`config.mk`:
```
export PLATFORM = sky130hd
export DESIGN_NAME = dmem_port_arbiter
export DESIGN_NICKNAME = d
export VERILOG_FILES = /design/src/rtl/dmem_arb_pkg.sv /design/src/rtl/arb_tag_pipe.sv /design/src/rtl/dmem_port_arbiter.sv
export SDC_FILE = /design/constraint.sdc
export NUM_CORES = 1
export LEC_CHECK = 0
export BUFFER_PORTS_ARGS = -buffer_cell sky130_fd_sc_hd__buf_4
export CAP_MARGIN = 5
export CORE_AREA = 2 2 130 132
export DETAILED_ROUTE_END_ITERATION = 7
export DIE_AREA = 0 0 132 134
export PLACE_DENSITY = 0.41
export SYNTH_ARGS = -nofsm -noshare
export SYNTH_HDL_FRONTEND = slang
export SYNTH_SLANG_ARGS = --single-unit
export TNS_END_PERCENT = 20
```
`constraint.sdc`:
```
create_clock -name clk_i -period 1.9 [get_ports clk_i]
set_input_delay 0.285 -clock clk_i [delete_from_list [all_inputs] [get_ports clk_i]]
set_output_delay 0.285 -clock clk_i [all_outputs]
set_load 0.02 [all_outputs]
```
`src/rtl/dmem_arb_pkg.sv`:
```
// Shared definitions for the data-memory port arbiter.
//   owner_e        : which requester drives BRAM port A in the current cycle
//   RD_LATENCY_MAX : largest supported BRAM read latency
//   be_width()     : byte-enable width for a given data width
package dmem_arb_pkg;

    typedef enum logic [1:0] {
        OWN_NONE = 2'd0,
        OWN_CORE = 2'd1,
        OWN_LDR  = 2'd2,
        OWN_DMP  = 2'd3
    } owner_e;

    localparam int RD_LATENCY_MAX = 3;

    function automatic int be_width(input int data_w);
        return data_w / 8;
    endfunction

endpackage

```
`src/rtl/arb_tag_pipe.sv`:
```
// Latency-matched tag shift register. A tag entered in the cycle a read is
// issued emerges at tag_o exactly DEPTH cycles later, aligned with the BRAM
// read data. Asynchronous clear drops every in-flight tag.
//   clk_i  : clock
//   rst_ni : asynchronous active-low clear
//   tag_i  : tag for the access issued this cycle
//   tag_o  : tag belonging to the data on the BRAM output this cycle
//   any_o  : at least one tag is in flight
module arb_tag_pipe #(
    parameter int DEPTH = 1
) (
    input  logic clk_i,
    input  logic rst_ni,
    input  logic tag_i,
    output logic tag_o,
    output logic any_o
);

    logic [DEPTH-1:0] tags_r;

    // Shift tags one stage per cycle; stage 0 captures the current issue.
    always_ff @(posedge clk_i or negedge rst_ni) begin
        if (!rst_ni) begin
            tags_r <= '0;
        end else begin
            tags_r[0] <= tag_i;
            for (int i = 1; i < DEPTH; i++) begin
                tags_r[i] <= tags_r[i-1];
            end
        end
    end

    assign tag_o = tags_r[DEPTH-1];
    assign any_o = |tags_r;

endmodule

```
`src/rtl/dmem_port_arbiter.sv`:
```
// Arbiter for data-memory BRAM port A. The core has absolute, zero-wait
// priority; the C2 loader (writes) and C2 dumper (reads) share the idle
// cycles round-robin. Side requests kept waiting by the core raise a
// registered stall request. Dumper read data is qualified by a tag pipeline
// matched to the BRAM read latency.
//   core_*  : core access (core_be_i == 0 means read), read data returned raw
//   ldr_*   : loader write request/grant, address and word
//   dmp_*   : dumper read request/grant, address, read data and valid
//   mem_*   : BRAM port A
//   stall_req_o : ask the core to stall so a starving side request can run
//   busy_o      : side request pending or dumper read in flight
module dmem_port_arbiter
    import dmem_arb_pkg::*;
#(
    parameter int ADDR_W       = 32,
    parameter int DATA_W       = 32,
    parameter int RD_LATENCY   = 1,
    parameter int STARVE_LIMIT = 16
) (
    input  logic                          clk_i,
    input  logic                          rst_ni,
    input  logic                          core_active_i,
    input  logic [ADDR_W-1:0]             core_addr_i,
    input  logic [DATA_W-1:0]             core_wdata_i,
    input  logic [be_width(DATA_W)-1:0]   core_be_i,
    output logic [DATA_W-1:0]             core_rdata_o,
    input  logic                          ldr_req_i,
    output logic                          ldr_gnt_o,
    input  logic [ADDR_W-1:0]             ldr_addr_i,
    input  logic [DATA_W-1:0]             ldr_wdata_i,
    input  logic                          dmp_req_i,
    output logic                          dmp_gnt_o,
    input  logic [ADDR_W-1:0]             dmp_addr_i,
    output logic [DATA_W-1:0]             dmp_rdata_o,
    output logic                          dmp_rvalid_o,
    output logic                          mem_en_o,
    output logic [be_width(DATA_W)-1:0]   mem_we_o,
    output logic [ADDR_W-1:0]             mem_addr_o,
    output logic [DATA_W-1:0]             mem_wdata_o,
    input  logic [DATA_W-1:0]             mem_rdata_i,
    output logic                          stall_req_o,
    output logic                          busy_o
);

    localparam int BE_W  = be_width(DATA_W);
    localparam int CNT_W = $clog2(STARVE_LIMIT + 1);
    localparam logic [CNT_W-1:0] LIMIT = CNT_W'(STARVE_LIMIT);

    owner_e           owner_s;
    logic             rr_r;           // 1'b0: loader wins a tie, 1'b1: dumper wins
    logic             side_req_s;
    logic             side_gnt_s;
    logic [CNT_W-1:0] starve_cnt_r;
    logic [CNT_W-1:0] starve_cnt_s;
    logic             stall_r;
    logic             stall_s;
    logic             tag_out_s;
    logic             tag_any_s;

    assign side_req_s = ldr_req_i | dmp_req_i;

    // Decide the port owner for this cycle from the requests and RR pointer.
    always_comb begin
        owner_s = OWN_NONE;
        if (core_active_i) begin
            owner_s = OWN_CORE;
        end else if (ldr_req_i && dmp_req_i) begin
            owner_s = rr_r ? OWN_DMP : OWN_LDR;
        end else if (ldr_req_i) begin
            owner_s = OWN_LDR;
        end else if (dmp_req_i) begin
            owner_s = OWN_DMP;
        end else begin
            owner_s = OWN_NONE;
        end
    end

    // Steer the BRAM port and the grants from the owner.
    always_comb begin
        mem_en_o    = 1'b0;
        mem_we_o    = {BE_W{1'b0}};
        mem_addr_o  = {ADDR_W{1'b0}};
        mem_wdata_o = {DATA_W{1'b0}};
        ldr_gnt_o   = 1'b0;
        dmp_gnt_o   = 1'b0;
        case (owner_s)
            OWN_CORE: begin
                mem_en_o    = 1'b1;
                mem_we_o    = core_be_i;
                mem_addr_o  = core_addr_i;
                mem_wdata_o = core_wdata_i;
            end
            OWN_LDR: begin
                mem_en_o    = 1'b1;
                mem_we_o    = {BE_W{1'b1}};
                mem_addr_o  = ldr_addr_i;
                mem_wdata_o = ldr_wdata_i;
                ldr_gnt_o   = 1'b1;
            end
            OWN_DMP: begin
                mem_en_o    = 1'b1;
                mem_addr_o  = dmp_addr_i;
                dmp_gnt_o   = 1'b1;
            end
            default: begin
                mem_en_o    = 1'b0;
            end
        endcase
    end

    assign side_gnt_s = ldr_gnt_o | dmp_gnt_o;

    // Starvation counter and stall request next state. The stall is set from
    // the counter's next value so it rises in the same cycle the counter hits
    // the limit, and it stays up until a side grant has actually happened.
    always_comb begin
        starve_cnt_s = starve_cnt_r;
        stall_s      = stall_r;
        if (side_gnt_s || !side_req_s) begin
            starve_cnt_s = {CNT_W{1'b0}};
        end else if (core_active_i && (starve_cnt_r != LIMIT)) begin
            starve_cnt_s = starve_cnt_r + CNT_W'(1);
        end else begin
            starve_cnt_s = starve_cnt_r;
        end

        if (side_gnt_s || !side_req_s) begin
            stall_s = 1'b0;
        end else if (starve_cnt_s == LIMIT) begin
            stall_s = 1'b1;
        end else begin
            stall_s = stall_r;
        end
    end

    // Round-robin pointer and starvation state registers. After a side grant
    // the pointer favours the side that was not served.
    always_ff @(posedge clk_i or negedge rst_ni) begin
        if (!rst_ni) begin
            rr_r         <= 1'b0;
            starve_cnt_r <= {CNT_W{1'b0}};
            stall_r      <= 1'b0;
        end else begin
            if (ldr_gnt_o) begin
                rr_r <= 1'b1;
            end else if (dmp_gnt_o) begin
                rr_r <= 1'b0;
            end else begin
                rr_r <= rr_r;
            end
            starve_cnt_r <= starve_cnt_s;
            stall_r      <= stall_s;
        end
    end

    arb_tag_pipe #(
        .DEPTH (RD_LATENCY)
    ) u_tag_pipe (
        .clk_i  (clk_i),
        .rst_ni (rst_ni),
        .tag_i  (dmp_gnt_o),
        .tag_o  (tag_out_s),
        .any_o  (tag_any_s)
    );

    assign dmp_rvalid_o = tag_out_s;
    assign dmp_rdata_o  = tag_out_s ? mem_rdata_i : {DATA_W{1'b0}};
    assign core_rdata_o = mem_rdata_i;
    assign stall_req_o  = stall_r;
    assign busy_o       = side_req_s | tag_any_s;

endmodule

```
==> metrics <==
Setup Viol. Count Final=70; Layout Cells excl Fill=803; Port Buffer Count=338; final instance area=0.005321 mm²; Final Net Count=792; via count of the first global-routing pass=3460; core area=0.01629 mm²; reg-to-reg slack, setup=90 ps; 1st-pass router iterations=8; Leakage Power=2.601 nW; Period minus WS final=2240 ps; sequential area share after synthesis=0.09804; vias=3427; HP Class=in -> async; Net Count, Synth=489; initial core utilization=0.1254; IO Pins=339; placed instance area=0.004815 mm²; Clk pin slew, worst setup/hold paths=40 ps; initial antenna violation count=0; Chip Width=132 µm; peak supply drop=0.2110 mV; mean number of vias per cell=4.268; arrival time of the worst setup path=1960 ps; global placer's final weighted congestion=0.8537; Layout area overhead=160.6%; Syn Std Cell Area=0.002042 mm²; Die Area=0.01769 mm²; initial DRC count=193; total power=0.002270 W; outcome=finished with violations; die height=134 µm; ant diodes=0; r2r worst-path depth=7; Setup Crit Path Kind=reg -> out; reg2reg start=rr_r; Root Driver=clkbuf_16; unrepaired setup endpoints after global routing=true; number of max-cap violations=0; Routed Antenna Nets=0; Hold Vio Cnt, Final=0; FMAX=446.4 MHz; YS warnings=0; CTS Sinks=8; H-tree depth=1; CP Max Fanout=29; CTS tree=done; post-DR wirelength/cell=17.44 µm; synthesized instance count=282; largest net degree at the start of global routing=37; fin util=0.3267; total CTS buffers=3; Data required, critical path=1620 ps; Final period util=1.179; post-synthesis cell type count=30; Worst-Skew Late Latency=230 ps; DRC Markers=0; Total Routed Length=14010 µm; Max Slew Vio Count=0; post-DP HPWL=10720 µm; layout cells sized above 1=0.8079; GR Util All Layers=0.1354; DP Cell Count=792; slew margin rel.=0.5365; std cell rows=47; Slew @ Worst Pin=695.2 ps; synthesized flop and latch total=8; first-pass GRT wire length=19060 µm; worst-case clock skew=2.572 ps; worst hold slack=412.4 ps; total grt overflow=0; setup ws final=-340.4 ps; Mapped Avg Cell Area=7.241 µm²; violated checks=negative setup slack; crit end category=output port; crit path launch type=register; Power Density=426.5 mW/mm²; reg2reg end=stall_req_o; clk buf depth=2
[cells in the mapped netlist]
cell / instances / share of area
a21boi_0: 1 / 0.0037
a21o_1: 1 / 0.0037
a21o_2: 1 / 0.0043
a21oi_1: 4 / 0.0098
a21oi_2: 1 / 0.0043
a222oi_1: 32 / 0.16
a22oi_1: 33 / 0.12
and2_1: 32 / 0.098
and3b_2: 1 / 0.0049
buf_2: 7 / 0.017
buf_4: 34 / 0.12
buf_6: 3 / 0.017
clkbuf_1: 19 / 0.035
dfrtp_1: 8 / 0.098
ha_1: 6 / 0.037
inv_1: 6 / 0.011
mux2i_1: 2 / 0.0098
nand2_1: 1 / 0.0018
nand2b_1: 1 / 0.0031
nand3b_4: 1 / 0.0098
nand4_1: 1 / 0.0031
nand4_2: 1 / 0.0061
nand4b_1: 1 / 0.0043
nor2_1: 42 / 0.077
nor2b_1: 36 / 0.11
nor3_2: 1 / 0.0049
o21ai_2: 1 / 0.0043
or3_1: 2 / 0.0061
xnor2_1: 1 / 0.0043
xor2_1: 2 / 0.0086
[where the power goes]
group | leakage [nW] | internal (W) | switching, W
clock | 0.0370 | 0.000272 | 0.0000858
combinational | 2.46 | 0.000888 | 0.000822
sequential | 0.108 | 0.000183 | 0.0000193
[registers in the layout, indices dropped and copies added (netlist names)]
signal,flops
u_tag_pipe.any_o,1
stall_req_o,1
rr_r,1
starve_cnt_r,5
[worst max-delay path by stage]
| stage | startpoint | to | depth (start not counted) | slack [ps] |
|---|---|---|---|---|
| floorplan | rr_r | mem_addr_o[0] | 7 | -120 |
| detailed placement | ldr_req_i | mem_wdata_o[31] | 10 | -190 |
| global route | rr_r | mem_addr_o[7] | 8 | -460 |
| CTS | rr_r | mem_wdata_o[5] | 8 | -380 |
| global placement | ldr_req_i | mem_we_o[1] | 10 | -160 |
| finish | rr_r | mem_wdata_o[14] | 8 | -340 |
[layout by cell type, fill, tap and decap left out, types with 6 or more instances in the layout]
| cell | instances |
|---|---|
| buf_4 | 333 |
| nor2_2 | 34 |
| a222oi_1 | 32 |
| and2_1 | 32 |
| a22oi_2 | 29 |
| nor2b_2 | 27 |
| buf_6 | 15 |
| nor2b_1 | 9 |
| nor2_1 | 8 |
| dfrtp_1 | 8 |
| clkbuf_16 | 7 |
| buf_12 | 6 |
[area by class of cell]
type / instances / area (µm²)
multi-input combinational: 205 / 1792
clock buffer: 3 / 75.07
inverter: 6 / 25.02
sequential: 8 / 200.2
tap: 220 / 275.3
fill: 1683 / 10970
timing repair buffer: 361 / 2954
[worst max-delay path, cell delays in order (launching register included)]
cell	delay (ps)
dfrtp_1	370
nand2b_4	140
a21o_4	240
ha_4	190
buf_12	160
buf_12	180
a22oi_2	200
nor2b_2	60
buf_4	150
[routing by layer]
metal / track usage / vias to the layer above / wire length, µm
met4: 0.02899 / 0 / 266
met1: 0.1367 / 1570 / 4964
met3: 0.03439 / 19 / 1202
met5: 0 / - / 0
met2: 0.2760 / 233 / 7571
li1: - / 1605 / -
[stage by stage]
| step | setup TNS, ps | setup WS [ps] |
|---|---|---|
| 3_5_place_dp | -9536 | -187.0 |
| 5_1_grt | -26360 | -459.3 |
| 2_1_floorplan | -4989 | -120.6 |
| 3_3_place_gp | -8490 | -159.4 |
| 4_1_cts | -22720 | -379.9 |
| 6_report | -20660 | -340.4 |
[timing repair]
| action | in CTS | in global routing |
|---|---|---|
| cloned | 1 | 4 |
| setup endpoints to repair | 71 | 71 |
| hold buffers | 1 | 0 |
| pin swaps | 23 | 20 |
| hold endpoints to repair | 8 | 0 |
| gates resized for setup | 13 | 48 |
| setup buffers | 0 | 2 |
[cell families after synthesis]
kind of cell               synth area share
DFF                                 0.09804
and+or+nand+nor                      0.3297
buffers and inverters                0.2047
muxes                              0.009804
adders and majority gates           0.03676
xor gates and xnor gates            0.01287
AOI/OAI and AO/OA                    0.3082
Power figures use the tool's default switching activity.
